===== src/rtl/risc_pkg.sv =====
// Shared encodings for the RISC controller: opcodes, ALU codes, FSM states,
// instruction field positions and the decoded-instruction record.
package risc_pkg;
  localparam logic [2:0] OPC_MOV    = 3'b110;
  localparam logic [2:0] OPC_ALU    = 3'b101;
  localparam logic [1:0] OP_MOV_IMM = 2'b10;
  localparam logic [1:0] OP_MOV_REG = 2'b00;
  localparam logic [1:0] OP_ADD     = 2'b00;
  localparam logic [1:0] OP_CMP     = 2'b01;
  localparam logic [1:0] OP_AND     = 2'b10;
  localparam logic [1:0] OP_MVN     = 2'b11;

  localparam logic [1:0] ALU_ADD  = 2'b00;
  localparam logic [1:0] ALU_SUB  = 2'b01;
  localparam logic [1:0] ALU_AND  = 2'b10;
  localparam logic [1:0] ALU_NOTB = 2'b11;

  localparam int OPC_LSB = 13;
  localparam int OP_LSB  = 11;
  localparam int RN_LSB  = 8;
  localparam int RD_LSB  = 5;
  localparam int SH_LSB  = 3;
  localparam int RM_LSB  = 0;
  localparam int IMM_W   = 8;

  typedef enum logic [2:0] {
    S_WAIT, S_DECODE, S_GET_A, S_GET_B, S_ALU, S_WR_REG, S_WR_IMM
  } state_t;

  typedef enum logic [2:0] {
    C_ILLEGAL, C_MOV_IMM, C_MOV_REG, C_ADD_AND, C_CMP, C_MVN
  } iclass_t;

  typedef struct packed {
    logic [2:0] rn;
    logic [2:0] rd;
    logic [2:0] rm;
    logic [1:0] sh;
    logic [1:0] op;
    iclass_t    cls;
  } dec_t;
endpackage


===== src/rtl/risc_instr_dec.sv =====
// Combinational instruction decoder: field extraction, imm8 sign-extension,
// legality check and instruction class.
module risc_instr_dec
  import risc_pkg::*;
#(
  parameter int WIDTH = 16
) (
  input  logic [15:0]      ir,
  output dec_t             dec,
  output logic [WIDTH-1:0] sximm8
);
  logic [2:0] opc;

  assign opc    = ir[OPC_LSB +: 3];
  assign sximm8 = {{(WIDTH-IMM_W){ir[IMM_W-1]}}, ir[IMM_W-1:0]};

  always_comb begin
    dec.rn  = ir[RN_LSB +: 3];
    dec.rd  = ir[RD_LSB +: 3];
    dec.rm  = ir[RM_LSB +: 3];
    dec.sh  = ir[SH_LSB +: 2];
    dec.op  = ir[OP_LSB +: 2];
    dec.cls = C_ILLEGAL;
    case (opc)
      OPC_MOV: begin
        if (dec.op == OP_MOV_IMM)      dec.cls = C_MOV_IMM;
        else if (dec.op == OP_MOV_REG) dec.cls = C_MOV_REG;
      end
      OPC_ALU: begin
        case (dec.op)
          OP_ADD, OP_AND: dec.cls = C_ADD_AND;
          OP_CMP:         dec.cls = C_CMP;
          OP_MVN:         dec.cls = C_MVN;
          default:        dec.cls = C_ILLEGAL;
        endcase
      end
      default: dec.cls = C_ILLEGAL;
    endcase
  end
endmodule


===== src/rtl/risc_controller.sv =====
// Multi-cycle Moore controller for the simple RISC datapath.
// Define RISC_CTRL_ILLEGAL_EN to get a sticky illegal-instruction err flag.
module risc_controller
  import risc_pkg::*;
#(
  parameter int WIDTH = 16
) (
  input  logic             clk,
  input  logic             reset_n,
  input  logic             s,
  input  logic [15:0]      instr,
  output logic             w,
  output logic [2:0]       readnum,
  output logic [2:0]       writenum,
  output logic             vsel,
  output logic             loada,
  output logic             loadb,
  output logic             asel,
  output logic             bsel,
  output logic             loadc,
  output logic             loads,
  output logic             write,
  output logic [1:0]       shift,
  output logic [1:0]       ALUop,
  output logic [WIDTH-1:0] datapath_in,
  output logic             err
);
  state_t      state, nxt;
  logic [15:0] ir;
  dec_t        dec;

  risc_instr_dec #(.WIDTH(WIDTH)) u_dec (
    .ir     (ir),
    .dec    (dec),
    .sximm8 (datapath_in)
  );

  always_comb begin
    nxt = state;
    case (state)
      S_WAIT:   if (s) nxt = S_DECODE;
      S_DECODE: begin
        case (dec.cls)
          C_MOV_IMM:         nxt = S_WR_IMM;
          C_MOV_REG, C_MVN:  nxt = S_GET_B;
          C_ADD_AND, C_CMP:  nxt = S_GET_A;
          default:           nxt = S_WAIT;
        endcase
      end
      S_GET_A:  nxt = S_GET_B;
      S_GET_B:  nxt = S_ALU;
      S_ALU:    nxt = (dec.cls == C_CMP) ? S_WAIT : S_WR_REG;
      default:  nxt = S_WAIT;
    endcase
  end

  // Outputs are registered as a decode of the state being entered, so they
  // line up with the state register and never see s/instr combinationally.
  always_ff @(posedge clk or negedge reset_n) begin
    if (!reset_n) begin
      state    <= S_WAIT;
      ir       <= '0;
      w        <= 1'b1;
      readnum  <= '0;
      writenum <= '0;
      vsel     <= 1'b0;
      loada    <= 1'b0;
      loadb    <= 1'b0;
      asel     <= 1'b0;
      bsel     <= 1'b0;
      loadc    <= 1'b0;
      loads    <= 1'b0;
      write    <= 1'b0;
      shift    <= '0;
      ALUop    <= '0;
`ifdef RISC_CTRL_ILLEGAL_EN
      err      <= 1'b0;
`endif
    end else begin
      state    <= nxt;
      if (state == S_WAIT && s) ir <= instr;
      w        <= (nxt == S_WAIT);
      readnum  <= '0;
      writenum <= '0;
      vsel     <= 1'b0;
      loada    <= 1'b0;
      loadb    <= 1'b0;
      asel     <= 1'b0;
      bsel     <= 1'b0;
      loadc    <= 1'b0;
      loads    <= 1'b0;
      write    <= 1'b0;
      shift    <= '0;
      ALUop    <= '0;
      case (nxt)
        S_GET_A: begin
          loada   <= 1'b1;
          readnum <= dec.rn;
        end
        S_GET_B: begin
          loadb   <= 1'b1;
          readnum <= dec.rm;
        end
        S_ALU: begin
          shift <= dec.sh;
          ALUop <= (dec.cls == C_MOV_REG) ? ALU_ADD : dec.op;
          asel  <= (dec.cls == C_MOV_REG) || (dec.cls == C_MVN);
          loads <= (dec.cls == C_CMP);
          loadc <= (dec.cls != C_CMP);
        end
        S_WR_REG: begin
          write    <= 1'b1;
          writenum <= dec.rd;
        end
        S_WR_IMM: begin
          write    <= 1'b1;
          vsel     <= 1'b1;
          writenum <= dec.rn;
        end
        default: ;
      endcase
`ifdef RISC_CTRL_ILLEGAL_EN
      if (state == S_DECODE && dec.cls == C_ILLEGAL) err <= 1'b1;
`endif
    end
  end

`ifndef RISC_CTRL_ILLEGAL_EN
  assign err = 1'b0;
`endif
endmodule


===== config.mk =====
export PLATFORM = sky130hd
export DESIGN_NAME = risc_controller
export DESIGN_NICKNAME = d
export VERILOG_FILES = /design/src/rtl/risc_pkg.sv /design/src/rtl/risc_instr_dec.sv /design/src/rtl/risc_controller.sv
export SDC_FILE = /design/constraint.sdc
export NUM_CORES = 1
export LEC_CHECK = 0
export CAP_MARGIN = 20
export CELL_PAD_IN_SITES_DETAIL_PLACEMENT = 0
export CELL_PAD_IN_SITES_GLOBAL_PLACEMENT = 1
export CORE_UTILIZATION = 31
export CTS_CLUSTER_DIAMETER = 100
export CTS_CLUSTER_SIZE = 24
export DETAILED_ROUTE_END_ITERATION = 7
export PLACE_DENSITY_LB_ADDON = 0.1
export SKIP_LAST_GASP = 1
export SLEW_MARGIN = 10
export SYNTH_ARGS = -nofsm -noshare
export SYNTH_HDL_FRONTEND = slang
export SYNTH_SLANG_ARGS = --single-unit

===== constraint.sdc =====
create_clock -name clk -period 1.6 [get_ports clk]
set_clock_uncertainty 0.05 [all_clocks]
set_input_delay 0.32 -clock clk [delete_from_list [all_inputs] [get_ports clk]]
set_output_delay 0.32 -clock clk [all_outputs]
set_load 0.03 [all_outputs]

* Word level (Yosys, flattened, before mapping)
Index checks and enable logic that the tools add are counted.
Cells by class: eq/ne operators 20, multiplexer cells 20, reduce and logical (&&, ||, !) cells 9
Operators with widths (number):
- equality test 3 bit (second input constant) | 8
- equality test 3 x 2 -> 1 bit (second input constant) | 6
- case mux 3 bit (2 select lines) | 3
- case mux 3 bit (3 select lines) | 2
- case mux 3 bit (5 select lines) | 1
- 2-to-1 mux 3 bit | 3
- 2-to-1 mux 2 bit | 4
- OR reduction 2 bit | 4
- 2-to-1 mux 1 bit | 7
- equality test 3 x 1 -> 1 bit (second input constant) | 2
- logical NOT 3 bit | 2
- equality test 2 bit (second input constant) | 2
- != test 3 bit (second input constant) | 1
- equality test 2 x 1 -> 1 bit (second input constant) | 1
- logical NOT 2 bit | 1
- logical AND 1 bit | 1
- logical OR 1 bit | 1
Word-level totals: register bits 37, input port bits 19, word-level logic and storage cells 63

* Logic depth before layout (Yosys ltp)
depth after elaboration 11, gate-level depth with buffers 5

* By module
Synthesis repeated with hierarchy kept, for this count alone.
Unflattened totals: cells, all modules 156, area total of the unflattened synthesis 1831.8 um2
By module, submodules not included:
- risc_controller | times used 1, cells each 117, area each 1545.2 um2, seq. area each 927.1 um2
- risc_instr_dec | times used 1, cells each 39, area each 286.5 um2, seq. area each 0.0 um2

* Worst setup path after synthesis
No wires, ideal clock.
kind reg2reg, from register state[0], to register ir[10], library setup time 125 ps, data arrival time 1379 ps, required time 1425 ps, setup slack 46 ps, stages on the path, launching flop included 4, path buffers 1, period minus slack after synthesis 1554 ps, cell sequence dfrtp_1 -> nor4b_4 -> buf_6 -> mux2_2
On the way: longest elaborated chain between the ends 2
Ends and longest elaborated chain:
- start, declared | line risc_controller.sv:28 | state_t state, nxt;
- start signal, assigned | line risc_controller.sv:80 | state <= nxt;
- logical NOT 3 bit | line risc_controller.sv:81 | if (state == S_WAIT && s) ir <= instr;
- logical AND 1 bit | line risc_controller.sv:81
- end signal, assigned | line risc_controller.sv:81
- end, declared | line risc_controller.sv:29 | logic [15:0] ir;
No other way between the ends. A chain may end at the register's enable or synchronous reset.

* Worst setup path after layout
from register state[2], to register w
On the way: longest elaborated chain between the ends 3, elaborated cells on any way between the ends 8, those cells by class 4 x eq/ne; 2 x mux; 2 x reduce/logical
Ends and longest elaborated chain:
- equality test 3 bit (tied with other cells) | line risc_controller.sv:40 | case (state)
- case mux 3 bit (5 select lines) (*) | line risc_controller.sv:40
- net nxt[1] | line risc_controller.sv:28
- logical NOT 3 bit (*) | line risc_controller.sv:82 | w <= (nxt == S_WAIT);
- end signal, assigned | line risc_controller.sv:82
- end, declared | line risc_controller.sv:12 | output logic w,
Mark *: on every way through the listed nets, which the timed path passes. The rest lies on a longest branch.

==> results.py <==
metrics = {
    "worst_setup_path": {
        "crit_type": "flip-flop to flip-flop",
        "cp-end-kind": "flip-flop",
        "crit_arrival_ns": 1.66,
        "startpoint_type": "flip-flop",
        "crit_buf_inv": 0,
        "slowest_stage": "dfrtp_1",
        "critical_path.max_fanout": 6,
        "path_cells": "and2b_4 > nand3b_2 > o21ai_0 > nor3_1",
        "cpPeakStageDelay_ns": 0.47,
        "cp.required_ns": 1.75,
        "crit_family": "simple AND/OR/NAND/NOR gates",
    },
    "clock_tree": {
        "cts_buffer_depth": 2,
        "cts-htree-levels": 2,
        "cts.sinks": 37,
        "cts_tree": "done",
        "numCtsBuffers": 5,
        "cts.clk_slew.worst_paths_ns": 0.07,
        "insertion_delay_ns": 0.28,
        "post_cts_buffers": 0,
        "cts-root-buf": "clkbuf_8",
    },
    "place": {
        "hpwl_um": 2443,
        "placed_area_um2": 2098,
        "gp_congestion": 0.7731,
        "dp.cells": 227,
        "io_buffers": 52,
    },
    "grt": {
        "overflow": 0,
        "antenna_found_initial": 0,
        "globalRouteTotalUtil_pct": 13.70,
        "grt_max_degree": 23,
        "grt_pass1_wl_um": 5333,
        "grt_pass1_vias": 1050,
    },
    "layout": {
        "final_design_area_no_fill_um2": 2116,
        "antenna_cells": 0,
        "area_growth_syn_to_layout_pct": 34.31,
        "fin_cells": 236,
        "nets": 187,
        "layout-drive-gt1-share_pct": 27.22,
    },
    "routing": {
        "wl_per_cell_um": 14.19,
        "drcViolationCount": 0,
        "viasPerCell": 4.547,
        "vias": 1073,
        "antenna_left": 0,
        "drt_iter0_drc": 28,
        "wl_um": 3350,
        "first_pass_iters": 4,
    },
    "synthesis": {
        "synth_xor_area_share_pct": 0,
        "synth.distinct_cells": 29,
        "syn_area_um2": 1575,
        "synth_mux_area_share_pct": 11.44,
        "synth_adder_area_share_pct": 0,
        "avgSynthCellArea_um2": 13.02,
        "synth_ff_type": "dfrtp_1",
        "netlist_top_cells_area": "dfrtp_1 57%, mux2_2 11%, buf_4 8.6%, a22o_1 3.3%, and3_1 2.0%",
        "yosysTopAreaCell": "dfrtp_1",
        "synth-compound-area-share_pct": 7.069,
        "synth_async_sr_flop_share_pct": 100.0,
        "synth_edf_count": 0,
        "synthCells": 121,
        "ys_seq_elements": 37,
        "yosys.area_share.simple_pct": 12.55,
        "yosysSeqAreaShare_pct": 58.86,
        "yosys.area.top_type_share_pct": 57.19,
        "yosys_warnings": 0,
        "synth_top_family_by_area": "simple AND/OR/NAND/NOR gates",
    },
    "sta": {
        "fin_setup_tns_ns": 0,
        "period_share_pct": 93.94,
        "slew_violations": 0,
        "min_period_ns": 1.503,
        "hold_slack_ns": 0.4535,
        "hold_violations": 0,
        "fmax_mhz": 665.3,
        "setup_violations": 0,
        "rsz0062_at_grt": "true",
    },
    "floorplan": {
        "start_util_pct": 32.70,
        "core_um2": 4817,
        "ios": 55,
        "die-area_um2": 5371,
        "num_rows": 25,
        "die_x_um": 73.29,
        "fp.dieH_um": 73.29,
    },
    "status": {
        "outcome": "finished, final reports clean",
    },
    "power": {
        "leakagePower_nw": 1.040,
        "irDropWorstVdd_v": 0.0009733,
        "p_per_area_nw_per_um2": 2032,
    },
    "run": {
        "maxCapViolCount": 0,
    },
    "worst_hold_path": {
        "hp-class": "primary input to async pin",
    },
}
repair_timing:
item                                    in CTS  in global routing
resized for setup                           33                 19
hold buffers                                 1                  0
hold endpoints to repair                    14                  0
cloned                                       0                  0
endpoints found under the setup margin      33                 16
final cells by class:
cell class	instances	area, um2
Sequential cell	37	927.1
Tap cell	67	83.83
Timing Repair Buffer	60	525.5
Fill cell	492	2701
Multi-Input combinational cell	64	499.2
Clock buffer	8	80.08
stage by stage:
step                      worst slack [ns]  power (mW)  util [%]
after floorplan                    0.04590       3.280         -
after global placement             -0.1575       3.933     43.56
after detailed placement           -0.1857       3.969     43.56
after CTS                         0.009957       4.387     44.57
after global routing              -0.06435       4.577     43.92
final                              0.09693       4.300     43.92
logic make-up after synthesis:
logic type             Yosys count
flip-flops                      37
multiplexers                    16
buffers and inverters           21
AND/OR/NAND/NOR                 32
other                            1
AO/OA/AOI/OAI                   14
synthesized netlist by cell type, types with 2 or more instances:
| master | number |
|---|---|
| nor3_1 | 2 |
| and3_1 | 5 |
| nor4b_1 | 2 |
| nand2_1 | 6 |
| nand2b_1 | 2 |
| mux2_2 | 16 |
| dfrtp_1 | 36 |
| nor3b_1 | 2 |
| o21ai_0 | 2 |
| nor2_1 | 7 |
| a22o_1 | 6 |
| buf_4 | 18 |
path summary, 6_finish.rpt:
check,start,endpoint,slack [ns],depth (start not counted)
max,state[2],w,0.1,4
min,reset_n,loadc,0.45,2
max reg2reg,state[2],w,0.1,4
min reg2reg,ir[5],writenum[0],0.48,1
max in group asynchronous,reset_n,readnum[0],0.60,3
min in group clk,ir[5],writenum[0],0.48,1
state kept, by name (all words and copies together) (netlist names):
signal    flops
shift         2
ir           16
asel          1
writenum      3
vsel          1
write         1
state         3
readnum       3
w             1
loada         1
loadc         1
loadb         1
loads         1
ALUop         2
power breakdown:
part           switching, mW  internal, mW
Clock                  0.301         0.309
Combinational           1.20         0.862
Sequential             0.336          1.29
worst register-to-register path, delay by kind of cell (launching register included):
kind / cells / cell delay (ns)
AND/OR/NAND/NOR: 3 / 0.57
AO/OA/AOI/OAI: 1 / 0.33
flip-flops: 1 / 0.47
routing by layer:
layer | track usage, % | wire (um) | vias up
li1 | - | - | 505
met1 | 17.90 | 1479 | 529
met2 | 21.40 | 1627 | 32
met3 | 3.704 | 189 | 7
met4 | 5.882 | 53 | 0
met5 | 0 | 0 | -
cells in the final DEF, fill, tap and decap left out, types with 5 or more instances in the layout:
master / n
dfrtp_1: 36
dlygate4sd2_1: 24
clkdlybuf4s50_1: 17
mux2_2: 16
clkbuf_2: 9
nor2_1: 6
nand2_1: 6
a22o_1: 6
buf_4: 6
and3_1: 5
clkbuf_8: 5
(Power assumes the default switching activity.)
